===== src/rtl/spi_bridge_pkg.sv =====
// Shared types and constants for the multi-peripheral SPI register bridge.
package spi_bridge_pkg;
   typedef enum logic [1:0] {IDLE, CMD, ADDR, DATA} state_t;

   localparam int CMD_W_BIT   = 7;
   localparam int CMD_INC_BIT = 6;
   localparam int CMD_IDX_MSB = 5;
   localparam int STATUS_IDX  = 63;
endpackage


===== src/rtl/spi_edge_detect.sv =====
// Turns the synchronized SPI clock into single-clk rise/fall pulses.
module spi_edge_detect (
   input  logic clk,
   input  logic rst_n,
   input  logic sclk_s,
   output logic rise,
   output logic fall
);
   logic sclk_d;

   always_ff @(posedge clk or negedge rst_n) begin
      if (!rst_n) sclk_d <= 1'b0;
      else        sclk_d <= sclk_s;
   end

   assign rise = sclk_s & ~sclk_d;
   assign fall = ~sclk_s & sclk_d;
endmodule


===== src/rtl/spi_sync.sv =====
// Multi-flop synchronizer for a single asynchronous input; reset value is selectable.
module spi_sync #(
   parameter int   STAGES    = 2,
   parameter logic RESET_VAL = 1'b0
) (
   input  logic clk,
   input  logic rst_n,
   input  logic d,
   output logic q
);
   logic [STAGES-1:0] sync_reg;

   always_ff @(posedge clk or negedge rst_n) begin
      if (!rst_n) sync_reg <= {STAGES{RESET_VAL}};
      else        sync_reg <= (sync_reg << 1) | STAGES'(d);
   end

   assign q = sync_reg[STAGES-1];
endmodule


===== src/rtl/spi_multi_periph_bridge.sv =====
// SPI mode-0 slave to N-peripheral register bridge with burst auto-increment and read strobe.
// Optional status block at index 63 is built when SPI_BRIDGE_STATUS_EN is defined.
module spi_multi_periph_bridge
   import spi_bridge_pkg::*;
#(
   parameter int ADDR_W      = 4,
   parameter int DATA_W      = 8,
   parameter int N_PERIPH    = 2,
   parameter int SYNC_STAGES = 2
) (
   input  logic                       clk,
   input  logic                       rst_n,
   input  logic                       spi_cs_n,
   input  logic                       spi_clk,
   input  logic                       spi_mosi,
   output logic                       spi_miso,
   output logic [N_PERIPH-1:0]        reg_sel,
   output logic [ADDR_W-1:0]          reg_addr,
   output logic [DATA_W-1:0]          reg_wdata,
   output logic                       reg_wr,
   output logic                       reg_rd,
   input  logic [N_PERIPH*DATA_W-1:0] reg_rdata
);
   localparam int CNT_W = $clog2(DATA_W);

   logic                cs_n_s, sclk_s, mosi_s, sclk_rise, sclk_fall;
   state_t              state_reg, state_next;
   logic [CNT_W-1:0]    bit_cnt_reg;
   logic [DATA_W-1:0]   shift_reg, shift_next, tx_reg, rd_word, periph_rdata;
   logic                w_reg, inc_reg, tx_hold_reg, done_reg;
   logic [5:0]          idx_reg;
   logic [ADDR_W-1:0]   reg_addr_reg;
   logic [N_PERIPH-1:0] reg_sel_reg, sel_dec;
   logic [DATA_W-1:0]   reg_wdata_reg;
   logic                reg_wr_reg, reg_rd_reg;
   logic                last_bit, in_range, active_rise, cmd_done, addr_done, word_done;

   spi_sync #(.STAGES(SYNC_STAGES), .RESET_VAL(1'b1)) u_sync_cs   (.clk(clk), .rst_n(rst_n), .d(spi_cs_n), .q(cs_n_s));
   spi_sync #(.STAGES(SYNC_STAGES), .RESET_VAL(1'b0)) u_sync_sclk (.clk(clk), .rst_n(rst_n), .d(spi_clk),  .q(sclk_s));
   spi_sync #(.STAGES(SYNC_STAGES), .RESET_VAL(1'b0)) u_sync_mosi (.clk(clk), .rst_n(rst_n), .d(spi_mosi), .q(mosi_s));

   spi_edge_detect u_edge (.clk(clk), .rst_n(rst_n), .sclk_s(sclk_s), .rise(sclk_rise), .fall(sclk_fall));

   assign shift_next  = {shift_reg[DATA_W-2:0], mosi_s};
   assign in_range    = int'(idx_reg) < N_PERIPH;
   assign active_rise = sclk_rise & ~cs_n_s & (state_reg != IDLE);
   assign cmd_done    = active_rise & last_bit & (state_reg == CMD);
   assign addr_done   = active_rise & last_bit & (state_reg == ADDR);
   assign word_done   = active_rise & last_bit & (state_reg == DATA);

   always_comb begin
      if (state_reg == DATA) last_bit = (bit_cnt_reg == CNT_W'(DATA_W-1));
      else                   last_bit = (bit_cnt_reg == CNT_W'(7));
   end

   always_comb begin
      sel_dec      = '0;
      periph_rdata = '0;
      for (int i = 0; i < N_PERIPH; i++) begin
         if (idx_reg == 6'(i)) begin
            sel_dec[i]   = 1'b1;
            periph_rdata = reg_rdata[i*DATA_W +: DATA_W];
         end
      end
   end

`ifdef SPI_BRIDGE_STATUS_EN
   logic              short_reg, bad_reg, stat_sel;
   logic [7:0]        wcnt_reg;
   logic [DATA_W-1:0] stat_rdata;

   assign stat_sel = (idx_reg == 6'(STATUS_IDX));

   always_comb begin
      stat_rdata = '0;
      if (reg_addr_reg == ADDR_W'(0))      stat_rdata[7:0] = {6'b0, bad_reg, short_reg};
      else if (reg_addr_reg == ADDR_W'(1)) stat_rdata[7:0] = wcnt_reg;
   end

   always_ff @(posedge clk or negedge rst_n) begin
      if (!rst_n) begin
         short_reg <= 1'b0;
         bad_reg   <= 1'b0;
         wcnt_reg  <= 8'd0;
      end else begin
         if (reg_wr_reg) wcnt_reg <= wcnt_reg + 8'd1;
         if (reg_wr_reg && stat_sel && reg_addr_reg == ADDR_W'(0)) begin
            short_reg <= 1'b0;
            bad_reg   <= 1'b0;
         end else begin
            // A frame ending with bits already shifted into the current field is short.
            if (cs_n_s && state_reg != IDLE && bit_cnt_reg != '0) short_reg <= 1'b1;
            if (addr_done && !in_range && !stat_sel)               bad_reg   <= 1'b1;
         end
      end
   end
`endif

   always_comb begin
      rd_word = '0;
      if (in_range) rd_word = periph_rdata;
`ifdef SPI_BRIDGE_STATUS_EN
      else if (stat_sel) rd_word = stat_rdata;
`endif
   end

   always_comb begin
      state_next = state_reg;
      if (cs_n_s) state_next = IDLE;
      else begin
         case (state_reg)
            IDLE:    state_next = CMD;
            CMD:     if (cmd_done)  state_next = ADDR;
            ADDR:    if (addr_done) state_next = DATA;
            default: state_next = state_reg;
         endcase
      end
   end

   always_ff @(posedge clk or negedge rst_n) begin
      if (!rst_n) state_reg <= IDLE;
      else        state_reg <= state_next;
   end

   always_ff @(posedge clk or negedge rst_n) begin
      if (!rst_n) begin
         bit_cnt_reg   <= '0;
         shift_reg     <= '0;
         tx_reg        <= '0;
         tx_hold_reg   <= 1'b0;
         done_reg      <= 1'b0;
         w_reg         <= 1'b0;
         inc_reg       <= 1'b0;
         idx_reg       <= '0;
         reg_addr_reg  <= '0;
         reg_sel_reg   <= '0;
         reg_wdata_reg <= '0;
         reg_wr_reg    <= 1'b0;
         reg_rd_reg    <= 1'b0;
      end else begin
         reg_wr_reg <= 1'b0;
         reg_rd_reg <= 1'b0;
         done_reg   <= 1'b0;
         if (cs_n_s) bit_cnt_reg <= '0;
         else if (active_rise) begin
            shift_reg   <= shift_next;
            bit_cnt_reg <= last_bit ? '0 : bit_cnt_reg + 1'b1;
         end
         if (cmd_done) begin
            w_reg   <= shift_next[CMD_W_BIT];
            inc_reg <= shift_next[CMD_INC_BIT];
            idx_reg <= shift_next[CMD_IDX_MSB:0];
         end
         if (addr_done) begin
            reg_addr_reg <= shift_next[ADDR_W-1:0];
            reg_sel_reg  <= in_range ? sel_dec : '0;
            reg_rd_reg   <= ~w_reg;
         end
         if (word_done) begin
            done_reg <= 1'b1;
            if (w_reg) begin
               reg_wdata_reg <= shift_next;
               reg_wr_reg    <= 1'b1;
            end
         end
         // Increment lands after the write strobe; the next read fetch sees the new address.
         if (done_reg) begin
            if (inc_reg) reg_addr_reg <= reg_addr_reg + 1'b1;
            reg_rd_reg <= ~w_reg & ~cs_n_s & (state_reg == DATA);
         end
         if (sclk_fall && state_reg == DATA && !w_reg) begin
            if (tx_hold_reg) tx_hold_reg <= 1'b0;
            else             tx_reg      <= tx_reg << 1;
         end
         if (reg_rd_reg) begin
            tx_reg      <= rd_word;
            tx_hold_reg <= 1'b1;
         end
      end
   end

   assign spi_miso  = (state_reg == DATA && !w_reg) ? tx_reg[DATA_W-1] : 1'b0;
   assign reg_sel   = reg_sel_reg;
   assign reg_addr  = reg_addr_reg;
   assign reg_wdata = reg_wdata_reg;
   assign reg_wr    = reg_wr_reg;
   assign reg_rd    = reg_rd_reg;
endmodule

===== config.mk =====
export PLATFORM = sky130hd
export DESIGN_NAME = spi_multi_periph_bridge
export DESIGN_NICKNAME = d
export VERILOG_FILES = /design/src/rtl/spi_bridge_pkg.sv /design/src/rtl/spi_edge_detect.sv /design/src/rtl/spi_sync.sv /design/src/rtl/spi_multi_periph_bridge.sv
export SDC_FILE = /design/constraint.sdc
export NUM_CORES = 1
export LEC_CHECK = 0
export CORE_ASPECT_RATIO = 0.75
export CORE_MARGIN = 2
export CORE_UTILIZATION = 35
export CTS_CLUSTER_DIAMETER = 30
export CTS_CLUSTER_SIZE = 10
export DETAILED_ROUTE_END_ITERATION = 16
export DONT_BUFFER_PORTS = 1
export PLACE_DENSITY = 0.54
export SLEW_MARGIN = 20
export SYNTH_ARGS = -nofsm -noshare
export SYNTH_HDL_FRONTEND = slang
export SYNTH_HIERARCHICAL = 1
export SYNTH_SLANG_ARGS = --single-unit

===== constraint.sdc =====
create_clock -name clk -period 3.45 [get_ports clk]
set_input_delay 0.345 -clock clk [delete_from_list [all_inputs] [get_ports clk]]
set_output_delay 0.345 -clock clk [all_outputs]
set_load 0.05 [all_outputs]

==> metrics <==
drt via density=5.17; status=completed; Die X=100 um; pwr dens=507 nW/um^2; slew margin rel.=0.376; DRC violations left=0; Startpoint Class=flop; Vias=~1,400; initial core utilization=0.360; most frequent cell after synthesis=dfrtp_1; Top FF cell, synth=dfrtp_1; Routed wire per std cell=17.0 um; Reg area=1330 sq um; Final Skew=0.0133 ns; slew of the pin with the lowest slew margin=0.936 ns; Setup Buffers After CTS=0; RSZ-0062 raised after global routing=false; worst-case vdd ir drop=0.000170 V; FP Rows=26; reg2reg setup slack=1.42 ns; Final Cell Area=2620 sq um; CTS buffer count=5; port bufs=0; Tcrit/Tclk final=0.589; Reg2Reg Depth=5; clk buf depth=2; worst path arrival time=2.22 ns; Syn Area/Cell=between 10 and 15 sq um; first-pass GRT wire length=~7500 um; Die Span Y=approximately 76 um; simple-gate share of the synthesized area=0.102; drt pass-1 iters=4; Worst-Skew Late Latency=about 0.32 ns; worst setup path end=state_reg[0]; I/O pin total=38; Fmax=approximately 500 MHz; Routed WL=4520 um; ys async rst share=1.00; adder-cell area share of the yosys netlist=0.0359; H-tree Lvls=2; Synth Area in Compound Gates=0.0754; initial antenna violation count=0; fraction of layout cells with a size suffix above 1=0.214; area taken by multi-input logic gates=1040 sq um; Post-Synthesis Cell Area=approximately 2400 sq um; dpl cells=256; CP required=3.64 ns; largest family of logic cells by synthesized area=multiplexers; sequential area share after synthesis=0.545; Critical Path End Type=flop; die area=between 7000 and 8000 sq um; CTS sink cnt=53; critical path class=flop to flop; post-synthesis mux area share=0.205; clk slew on worst S/H paths=0.09 ns; origin of the critical flop-to-flop path=state_reg[0]; Final Setup Violations=0; Synth top area share=0.523; Critical Path Source=state_reg[0]; Final WS setup=1.42 ns; Tot GR Track Use=0.128; Leak=1.17 nW; Hold Path Class=input port to flop; RR Endpoint=state_reg[0]; Final Hold Viols=0; YS warnings=6; post-place setup slack=between 1 and 1.5 ns; Syn Nets=210; Syn-to-layout area delta=7.44%; Synth top cells by count=dfrtp_1, mux2_1, mux2_2, mux2i_1, nand2_1; number of global-route vias before repair=about 1,500; biggest area consumer among synthesized cells=dfrtp_1; Post-synth EDFFs=0; Layout Utilization=0.387; DPL Wire Length=roughly 3100 um; CTS tree=yes; Max Cap Violations=0; DRT iter0 DRCs=63; Max Slew Vio Count=0; post-route ant nets=0; GP Congestion=0.745; CTS root buffer=clkbuf_8; dpl cell area=2480 sq um; fin cells=around 270; pin count of the biggest net entering global routing=54; Overflow after GRT=0; fillers=636; Tmin final=2.03 ns; Critical Path Fanout Max=12; final-stage net count=209; antenna diode instance count=0; synth unique cells=45; Yosys reg bits=53; core area=6770 sq um; Synth area leaders=dfrtp_1, mux2_1, mux2_2; post-synthesis xor/xnor area fraction=0.00359; Mapped Cells=182; Setup TNS=0 ns
-- power breakdown --
group	internal [mW]	leakage, nW	total (mW)	switching [mW]
registers	0.686	0.676	0.751	0.0649
clock network	0.144	0.0445	0.360	0.215
logic	0.102	0.446	0.218	0.116
total	0.932	1.17	1.33	0.396
-- stage by stage --
stage / total power, mW / hold WS (ns)
2_1_floorplan: 0.905 / 0.0494
3_3_place_gp: 0.941 / 0.0514
3_5_place_dp: 0.962 / 0.0508
4_1_cts: 1.34 / 0.00938
5_1_grt: 1.40 / 0.00231
6_report: 1.33 / 0.0212
-- per-layer routing --
| layer | global-route usage | share of wire |
|---|---|---|
| met1 | 0.174 | 0.49 |
| met2 | 0.195 | 0.46 |
| met3 | 0.0339 | 0.031 |
| met4 | 0.0534 | 0.018 |
| met5 | 0 | 0 |
-- placed cells by master (no fill, tap or decap), types with 2 or more instances in the layout --
master      n
mux2i_1    11
ha_1        7
dfstp_2     2
nand2_1    10
inv_1       4
nand3_1     2
mux2_2     12
dfrtp_1    51
mux2_4      8
nand2b_1    3
nor2b_1     2
o22ai_1     7
nor2_1      5
clkbuf_8    5
and3_1      3
a21boi_1    3
nand3b_1    3
mux2_1     12
nand2_2     2
a31o_1      2
o2bb2ai_1   2
-- cell families after synthesis --
family          Yosys count
compound gates           23
xor+xnor                  1
fa+ha+maj                 7
buf+inv                  14
flops                    53
mux                      43
simple gates             41
-- worst max-delay path: stages (launching register included) --
cell and delay (ns):
dfrtp_1 0.41, inv_1 0.08, ha_1 0.36, or2_0 0.31, a311oi_2 0.37, mux2_1 0.38
-- final cells by class --
type / count / share of cell area
Clock inverter: 3 / 0.00812
Clock buffer: 5 / 0.0263
Multi-Input combinational cell: 115 / 0.398
Timing Repair Buffer: 2 / 0.0143
Inverter: 4 / 0.00573
Sequential cell: 53 / 0.507
Tap cell: 84 / 0.0401
-- timing repair --
| action | CTS | global route |
|---|---|---|
| gates resized for setup | 0 | 0 |
| hold endpoints to repair | 53 | 0 |
| hold buffers | 2 | 0 |
-- worst min-delay path by stage --
stage,startpoint,endpoint,slack (ns),depth (start not counted)
floorplan,rst_n,bit_cnt_reg[0],0.05,0
global placement,rst_n,bit_cnt_reg[1],0.05,0
detailed placement,rst_n,bit_cnt_reg[1],0.05,0
CTS,spi_cs_n,u_sync_cs/sync_reg[0],0.009,0
global route,spi_cs_n,u_sync_cs/sync_reg[0],0.002,0
finish,spi_cs_n,u_sync_cs/sync_reg[0],0.02,0
Power figures use the tool's default switching activity.
